### src/rtl/bcd_down_counter_if.sv
// rtl/bcd_down_counter_if.sv - control and status bundle for the BCD countdown timer
// master drives load/start/pause/tick; slave (the counter) returns count and flags.
interface bcd_down_counter_if #(
  parameter int DIGITS = 2
);
  logic                  load;
  logic [4*DIGITS-1:0]   load_value;
  logic                  start;
  logic                  pause;
  logic                  tick;
  logic [4*DIGITS-1:0]   q;
  logic                  running;
  logic                  done;
  logic                  borrow_out;
  logic                  load_err;

  modport master (
    output load, load_value, start, pause, tick,
    input  q, running, done, borrow_out, load_err
  );

  modport slave (
    input  load, load_value, start, pause, tick,
    output q, running, done, borrow_out, load_err
  );
endinterface

### src/rtl/bcd_down_counter.sv
// rtl/bcd_down_counter.sv - multi-digit BCD countdown timer with load, start/pause and terminal borrow
// Inputs are prioritised load > pause > start > tick; all outputs are registered.
module bcd_down_counter #(
  parameter int DIGITS      = 2,
  parameter bit AUTO_RELOAD = 1'b0
) (
  input  logic                 clk,
  input  logic                 reset_n,
  bcd_down_counter_if.slave    bus
);

  localparam int W = 4 * DIGITS;
  localparam logic [W-1:0] ONE = {{(W-1){1'b0}}, 1'b1};

  typedef enum logic [1:0] {
    S_IDLE   = 2'd0,
    S_RUN    = 2'd1,
    S_PAUSED = 2'd2,
    S_DONE   = 2'd3
  } state_t;

  state_t          state_q, state_d;
  logic [W-1:0]    count_q, count_d;
  logic [W-1:0]    reload_q, reload_d;
  logic            borrow_q, borrow_d;
  logic            err_q, err_d;

  logic [W-1:0]    dec_val;
  logic [DIGITS:0] borrow_chain;
  logic [DIGITS-1:0] digit_ok;
  logic            load_ok;

  // Ripple borrow: a digit decrements only while every lower digit is rolling 0 -> 9.
  assign borrow_chain[0] = 1'b1;
  for (genvar i = 0; i < DIGITS; i++) begin : g_digit
    logic [3:0] nib;
    assign nib                  = count_q[4*i +: 4];
    assign dec_val[4*i +: 4]    = !borrow_chain[i] ? nib :
                                  (nib == 4'd0) ? 4'd9 : nib - 4'd1;
    assign borrow_chain[i+1]    = borrow_chain[i] & (nib == 4'd0);
    assign digit_ok[i]          = bus.load_value[4*i +: 4] <= 4'd9;
  end

  assign load_ok = &digit_ok;

  always_ff @(posedge clk or negedge reset_n) begin
    if (!reset_n) begin
      state_q  <= S_IDLE;
      count_q  <= '0;
      reload_q <= '0;
      borrow_q <= 1'b0;
      err_q    <= 1'b0;
    end else begin
      state_q  <= state_d;
      count_q  <= count_d;
      reload_q <= reload_d;
      borrow_q <= borrow_d;
      err_q    <= err_d;
    end
  end

  always_comb begin
    state_d  = state_q;
    count_d  = count_q;
    reload_d = reload_q;
    borrow_d = 1'b0;
    err_d    = 1'b0;
    if (bus.load) begin
      if (load_ok) begin
        count_d  = bus.load_value;
        reload_d = bus.load_value;
        state_d  = S_IDLE;
      end else begin
        err_d = 1'b1;
      end
    end else if (bus.pause) begin
      if (state_q == S_RUN) state_d = S_PAUSED;
    end else if (bus.start) begin
      if (state_q == S_IDLE || state_q == S_PAUSED)
        state_d = (count_q == '0) ? S_DONE : S_RUN;
    end else if (bus.tick && state_q == S_RUN) begin
      if (count_q == ONE) begin
        borrow_d = 1'b1;
        // A zero reload value would restart at zero, so it stops like the one-shot mode.
        if (AUTO_RELOAD && reload_q != '0) begin
          count_d = reload_q;
        end else begin
          count_d = '0;
          state_d = S_DONE;
        end
      end else begin
        count_d = dec_val;
      end
    end
  end

  assign bus.q          = count_q;
  assign bus.running    = (state_q == S_RUN);
  assign bus.done       = (state_q == S_DONE);
  assign bus.borrow_out = borrow_q;
  assign bus.load_err   = err_q;

endmodule

### src/flat_wrapper.sv
// flat-port wrapper written by rule: the top's interface ports become plain ports
module bcd_down_counter_flat 
#(
  parameter int DIGITS      = 2,
  parameter bit AUTO_RELOAD = 1'b0
)
  (clk, reset_n, bus_load, bus_load_value, bus_start, bus_pause, bus_tick, bus_q, bus_running, bus_done, bus_borrow_out, bus_load_err);
  bcd_down_counter_if #(.DIGITS(DIGITS)) bus_i ();
  input  logic clk;
  input  logic reset_n;
  input wire logic [$bits(bus_i.load)-1:0] bus_load;
  input wire logic [$bits(bus_i.load_value)-1:0] bus_load_value;
  input wire logic [$bits(bus_i.start)-1:0] bus_start;
  input wire logic [$bits(bus_i.pause)-1:0] bus_pause;
  input wire logic [$bits(bus_i.tick)-1:0] bus_tick;
  output wire logic [$bits(bus_i.q)-1:0] bus_q;
  output wire logic [$bits(bus_i.running)-1:0] bus_running;
  output wire logic [$bits(bus_i.done)-1:0] bus_done;
  output wire logic [$bits(bus_i.borrow_out)-1:0] bus_borrow_out;
  output wire logic [$bits(bus_i.load_err)-1:0] bus_load_err;
  assign bus_i.load = bus_load;
  assign bus_i.load_value = bus_load_value;
  assign bus_i.start = bus_start;
  assign bus_i.pause = bus_pause;
  assign bus_i.tick = bus_tick;
  assign bus_q = bus_i.q;
  assign bus_running = bus_i.running;
  assign bus_done = bus_i.done;
  assign bus_borrow_out = bus_i.borrow_out;
  assign bus_load_err = bus_i.load_err;
  bcd_down_counter #(.DIGITS(DIGITS), .AUTO_RELOAD(AUTO_RELOAD)) u_core (.clk(clk), .reset_n(reset_n), .bus(bus_i));
endmodule
### config.mk
export PLATFORM = sky130hd
export DESIGN_NAME = bcd_down_counter_flat
export DESIGN_NICKNAME = d
export VERILOG_FILES = /design/src/rtl/bcd_down_counter_if.sv /design/src/rtl/bcd_down_counter.sv /design/src/flat_wrapper.sv
export SDC_FILE = /design/constraint.sdc
export NUM_CORES = 1
export LEC_CHECK = 0
export ABC_AREA = 1
export CAP_MARGIN = 10
export CORE_MARGIN = 5
export CORE_UTILIZATION = 45
export DETAILED_ROUTE_END_ITERATION = 8
export DONT_BUFFER_PORTS = 1
export RECOVER_POWER = 100
export SYNTH_ARGS = -nofsm -noshare
export SYNTH_HDL_FRONTEND = slang
export SYNTH_SLANG_ARGS = --single-unit
### constraint.sdc
create_clock -name clk -period 3.15 [get_ports clk]
set_input_delay 0.315 -clock clk [delete_from_list [all_inputs] [get_ports clk]]
set_output_delay 0.315 -clock clk [all_outputs]
set_load 0.005 [all_outputs]
==> flow_summary.json, run 1 <==
{
  "status": "complete, no violations",
  "dp.cells": 163,
  "slew_headroom_pct": 60.9,
  "syn_nets": 153,
  "cts_resized": 0,
  "reg2reg_from": "u_core.state_q[0]$_DFFE_PN0P_",
  "grt_usage_pct": 15.7,
  "yosysTopAreaCellShare_pct": 33.7,
  "fin_crit_ns": 1.61,
  "die_h_um": 54.5,
  "clockBufferDepth": 2,
  "dr.pass1.iters": 4,
  "hp-class": "input pin to flop",
  "cts-htree-levels": 1,
  "hold_path_end": "u_core.bus.borrow_out$_DFF_PN0_",
  "fin_area_um2": 925,
  "yosysSeqAreaShare_pct": 33.7,
  "slew_viol_final": 0,
  "die_area_um2": 2970,
  "die_w_um": 54.5,
  "postSynthAreaPerCell_um2": 6.46,
  "rsz0062_at_grt": "false",
  "setup_viol": 0,
  "r2r_setup_slack_ns": 1.54,
  "cp-start-kind": "flop",
  "cts_root_buffer": "clkbuf_4",
  "avgViaCountPerCell": 4.75,
  "synthDistinctLibCells": 21,
  "start_util_pct": 46.4,
  "drc": 0,
  "holdPathStages": 1,
  "power_density_nw_per_um2": 699,
  "cp_max_fo": 9,
  "ios": 26,
  "fin_skew_ns": 0.00714,
  "worstReg2RegEnd": "u_core.bus.q[5]$_DFFE_PN0P_",
  "cts_tree": "built",
  "worstPathArrival_ns": 1.76,
  "drt_wl_total_um": 2030,
  "grt_pass1_vias": 770,
  "synth_area_um2": 892,
  "ir_worst_vdd_v": 0.000301,
  "nNetsFinal": 157,
  "worst_r2r_path_depth": 7,
  "cts.sinks": 12,
  "clk_latency_ns": 0.27,
  "tightestPinTransition_ns": 0.585,
  "yosysTopAreaCell": "dfrtp_1",
  "dpl_cell_area_um2": 910,
  "wl_per_cell_um": 12.1,
  "first_iter_violations": 15,
  "path_class": "flop to flop",
  "drv_cap": 0,
  "placement.io_buffers": 0,
  "synthTopCellsByCount": "57 x nand2_1, 18 x inv_1, 14 x nand3_1",
  "hold_ws_ns": 0.121,
  "drive_gt1_share_pct": 7.09,
  "hold_viol_final": 0,
  "place.gp.congestion": 0.827,
  "area_growth_pct": 3.65,
  "layout_worst_path_cycle_share_pct": 51.2,
  "grt_max_degree": 17,
  "finalSetupTns_ns": 0,
  "grt_pass1_wl_um": 3320,
  "drt.antenna.violating_nets": 0,
  "p_leak_nw": 0.534,
  "ys_ff_latch": 12,
  "hp-start": "bus_load",
  "syn_inst": 138,
  "ys_warn_count": 0,
  "ys_async_sr_fraction_pct": 100,
  "grt_antenna_before_repair": 0,
  "ys.flop_type": "dfrtp_1",
  "vias": 798,
  "num_antenna_cells": 0,
  "fin_ws_ns": 1.54,
  "critPathCaptureType": "flop",
  "hpwl_um": 1640,
  "path_clk_slew_ns": 0.08,
  "synth-edff-count": 0,
  "synth_most_common_cell": "nand2_1",
  "rows": 16,
  "fmax_mhz": 620,
  "pre_cts_slack_ns": 1.64,
  "fin_cells": 168,
  "synthTopCellsByArea": "dfrtp_1 34%, nand2_1 24%, nand3_1 7.9%",
  "grt_overflow": 0,
  "required_ns": 3.30,
  "cts_buffers": 3,
  "core_area_um2": 1920
}
## sequential cells by signal (all words and copies together), names as in the netlist
signal and cells:
u_core.bus.load_err 1, u_core.bus.borrow_out 1, u_core.state_q 2, u_core.bus.q 8
## timing repair
action	CTS	global route
endpoints found under the setup margin	0	0
setup buffers	0	0
hold endpoints to repair	12	0
hold buffers	1	0
## stage by stage
| step | utilization (%) | power, mW |
|---|---|---|
| floorplan | - | 0.475 |
| global placement | 47.3 | 0.529 |
| detailed placement | 47.3 | 0.534 |
| CTS | 49.7 | 0.666 |
| global route | 48.1 | 0.711 |
| finish | 48.1 | 0.646 |
## how the worst max path moves through the flow
stage,startpoint,to,slack [ns],cells past startpoint
floorplan,u_core.bus.q[4]$_DFFE_PN0P_,u_core.state_q[1]$_DFFE_PN0P_,1.79,9
global placement,u_core.bus.q[4]$_DFFE_PN0P_,u_core.state_q[0]$_DFFE_PN0P_,1.68,9
detailed placement,u_core.bus.q[4]$_DFFE_PN0P_,u_core.state_q[1]$_DFFE_PN0P_,1.64,9
CTS,u_core.bus.q[4]$_DFFE_PN0P_,u_core.state_q[0]$_DFFE_PN0P_,1.63,9
global route,u_core.bus.q[4]$_DFFE_PN0P_,u_core.bus.q[5]$_DFFE_PN0P_,1.31,9
finish,u_core.state_q[0]$_DFFE_PN0P_,u_core.bus.q[5]$_DFFE_PN0P_,1.54,7
## routing by layer
metal  part of all wire, %  global-route usage [%]  wire length, um
met1                    48                    20.4              968
met2                    46                    25.1              928
met3                   5.8                    4.09              118
met4                  0.49                    4.98               10
met5                     0                       0                0
## layout by cell type, fill, tap and decap left out
cell	netlist	layout
a21oi_2	1	1
nand4_4	1	1
clkinv_1	0	1
a21oi_1	2	2
nor2_1	12	13
dfrtp_1	12	12
nor3_1	1	1
dlygate4sd3_1	0	1
inv_2	3	2
clkbuf_8	0	1
ha_1	1	1
nand3_1	14	15
o21a_1	1	1
nand2_1	57	59
o21ai_0	5	6
nand2_2	1	1
nor2_4	2	1
a22oi_1	1	1
clkbuf_4	0	3
inv_1	18	18
## cells by family (layout without fill, tap and decap cells)
family | after synthesis | in the layout | synth area share, %
simple gates | 91 | 91 | 46.7
flops | 12 | 12 | 33.7
compound gates | 11 | 11 | 7.57
buf+inv | 23 | 26 | 10.7
fa+ha+maj | 1 | 1 | 1.40
## worst max-delay path: stages, from the launching register on
cell	delay (ns)
dfrtp_1	0.43
clkinv_1	0.08
nor2_1	0.26
nand4_4	0.12
nand2_1	0.25
nand2_1	0.20
nand2_1	0.09
o21ai_0	0.07
## power by group
part	switching [mW]	total, mW	internal, mW
registers	0.0655	0.263	0.197
logic	0.163	0.258	0.0956
clock network	0.0546	0.125	0.0702
## cell type report
cell class | count | area (um2)
fill | 226 | 997
sequential | 12 | 300
timing repair buffer | 1 | 10.0
multi-input combinational | 103 | 465
clock buffer | 4 | 36.3
tap | 27 | 33.8
inverter | 21 | 78.8
Note: power is estimated with default switching activity, not from simulation.
==> run 2: changes to the inputs <==
clock period = 1.7 ns   (was 3.15 ns; I/O delays follow)
==> run 2 against run 1 <==
Total power up 89%. Hold slack worse by 0.063 ns. Die area unchanged. Design area grew 2.3%. Via count rose by 3.9%. Combinational power rose by 95%. Fmax up 5.7%. Core utilization increased by 1.1 points. Clock skew down 0.0048 ns.
==> flow_summary.json, run 2 (synthesis gave the netlist of run 1 again) <==
{
  "cts_buffers": 3,
  "ios": 26,
  "rsz0062_at_grt": "false",
  "placement.io_buffers": 0,
  "die_area_um2": 2970,
  "status": "complete, no violations",
  "die_w_um": 54.5,
  "drt_wl_total_um": 2110,
  "place.gp.congestion": 0.827,
  "area_growth_pct": 6.03,
  "drive_gt1_share_pct": 9.15,
  "drc": 0,
  "dp.cells": 163,
  "clk_latency_ns": 0.27,
  "cp-start-kind": "flop",
  "grt_pass1_wl_um": 3220,
  "cp_max_fo": 9,
  "vias": 829,
  "cts_root_buffer": "clkbuf_4",
  "fin_cells": 169,
  "grt_pass1_vias": 741,
  "path_class": "flop to flop",
  "rows": 16,
  "critPathCaptureType": "flop",
  "die_h_um": 54.5,
  "drt.antenna.violating_nets": 0,
  "p_leak_nw": 0.546,
  "grt_antenna_before_repair": 0,
  "worstPathArrival_ns": 1.74,
  "slew_headroom_pct": 59.1,
  "cts_tree": "built",
  "final_common_cell": "nand2_1",
  "fin_crit_ns": 1.53,
  "grt_usage_pct": 15.4,
  "hpwl_um": 1640,
  "largest_reg_flops": 8,
  "grt_overflow": 0,
  "ir_worst_vdd_v": 0.000580,
  "fin_skew_ns": 0.00233,
  "start_util_pct": 46.4,
  "clockBufferDepth": 2,
  "avgViaCountPerCell": 4.91,
  "fmax_mhz": 655,
  "tightestPinTransition_ns": 0.612,
  "fin_util_pct": 49.2,
  "setup_viol": 0,
  "cts.sinks": 12,
  "core_area_um2": 1920,
  "dr.pass1.iters": 4,
  "drv_cap": 0,
  "hold_viol_final": 0,
  "finalSetupTns_ns": 0,
  "final_cell_mix": "58 x nand2_1, 19 x inv_1, 14 x nand3_1",
  "num_antenna_cells": 0,
  "hp-class": "input pin to flop",
  "first_iter_violations": 15,
  "cts_resized": 0,
  "required_ns": 1.92,
  "slew_viol_final": 0,
  "cts-htree-levels": 1,
  "nNetsFinal": 158,
  "power_density_nw_per_um2": 1290,
  "wl_per_cell_um": 12.5,
  "path_clk_slew_ns": 0.08,
  "layout_worst_path_cycle_share_pct": 89.8,
  "grt_max_degree": 17
}
## run 2: changes by cell type in the layout (fill, tap and decap cells not counted)
cell           previous run  this run
clkinv_1                  1         0
dlygate4sd3_1             1         2
inv_1                    18        19
nand2_1                  59        58
nand2_2                   1         2
nand3_1                  15        14
nand3_2                   0         1
o21ai_0                   6         5
o21ai_2                   0         1
## run 2: layout make-up
type	instances	area, um2
fill	220	976
multi-input combinational	103	477
tap	27	33.8
clock buffer	4	36.3
timing repair buffer	2	20.0
inverter	21	78.8
sequential	12	300
## run 2: where the power goes
part / leakage (nW) / internal, mW / switching (mW)
sequential: 0.152 / 0.366 / 0.122
clock: 0.0210 / 0.130 / 0.0997
combinational: 0.374 / 0.184 / 0.319
total: 0.546 / 0.679 / 0.541
## run 2: stage by stage
step	worst slack, ns	cell area (um2)	power [mW]	hold WS [ns]
after global placement	0.231	910	0.981	-0.125
final	0.174	946	1.22	0.0585
after global routing	0.0330	946	1.33	0.0742
after detailed placement	0.194	910	0.990	-0.125
after CTS	0.193	966	1.23	0.0548
after floorplan	0.343	892	0.880	-0.126
## run 2: critical path, cell delays in order, from the launching register on
cell     delay [ns]
dfrtp_1        0.43
inv_2          0.04
nor2_1         0.26
nand4_4        0.12
nand2_1        0.27
nand2_2        0.15
inv_1          0.10
nand2_1        0.05
nand2_1        0.05
## run 2: layer usage
layer / vias up / routed length [um] / GRT usage [%]
li1: 435 / - / -
met3: 4 / 188 / 3.54
met2: 31 / 956 / 25.5
met5: - / 0 / 0
met4: 0 / 21 / 4.98
met1: 359 / 944 / 19.7
## run 2: path summary, 6_finish.rpt
kind | from | to | slack, ns | depth (start not counted)
min in group asynchronous | reset_n | u_core.bus.q[5]$_DFFE_PN0P_ | 0.34 | 1
worst max-delay path | u_core.state_q[0]$_DFFE_PN0P_ | u_core.bus.q[7]$_DFFE_PN0P_ | 0.17 | 8
worst min register to register | u_core.state_q[1]$_DFFE_PN0P_ | u_core.state_q[1]$_DFFE_PN0P_ | 0.54 | 2
worst min-delay path | bus_load | u_core.state_q[1]$_DFFE_PN0P_ | 0.06 | 3
max in group asynchronous | reset_n | u_core.bus.q[2]$_DFFE_PN0P_ | 0.96 | 1
worst max register to register | u_core.state_q[0]$_DFFE_PN0P_ | u_core.bus.q[7]$_DFFE_PN0P_ | 0.17 | 8
## run 2: timing repair
item | CTS | global route
endpoints found under the setup margin | 0 | 0
buffers inserted | 0 | 0
hold buffers | 2 | 0
endpoints found under the hold margin | 13 | 0
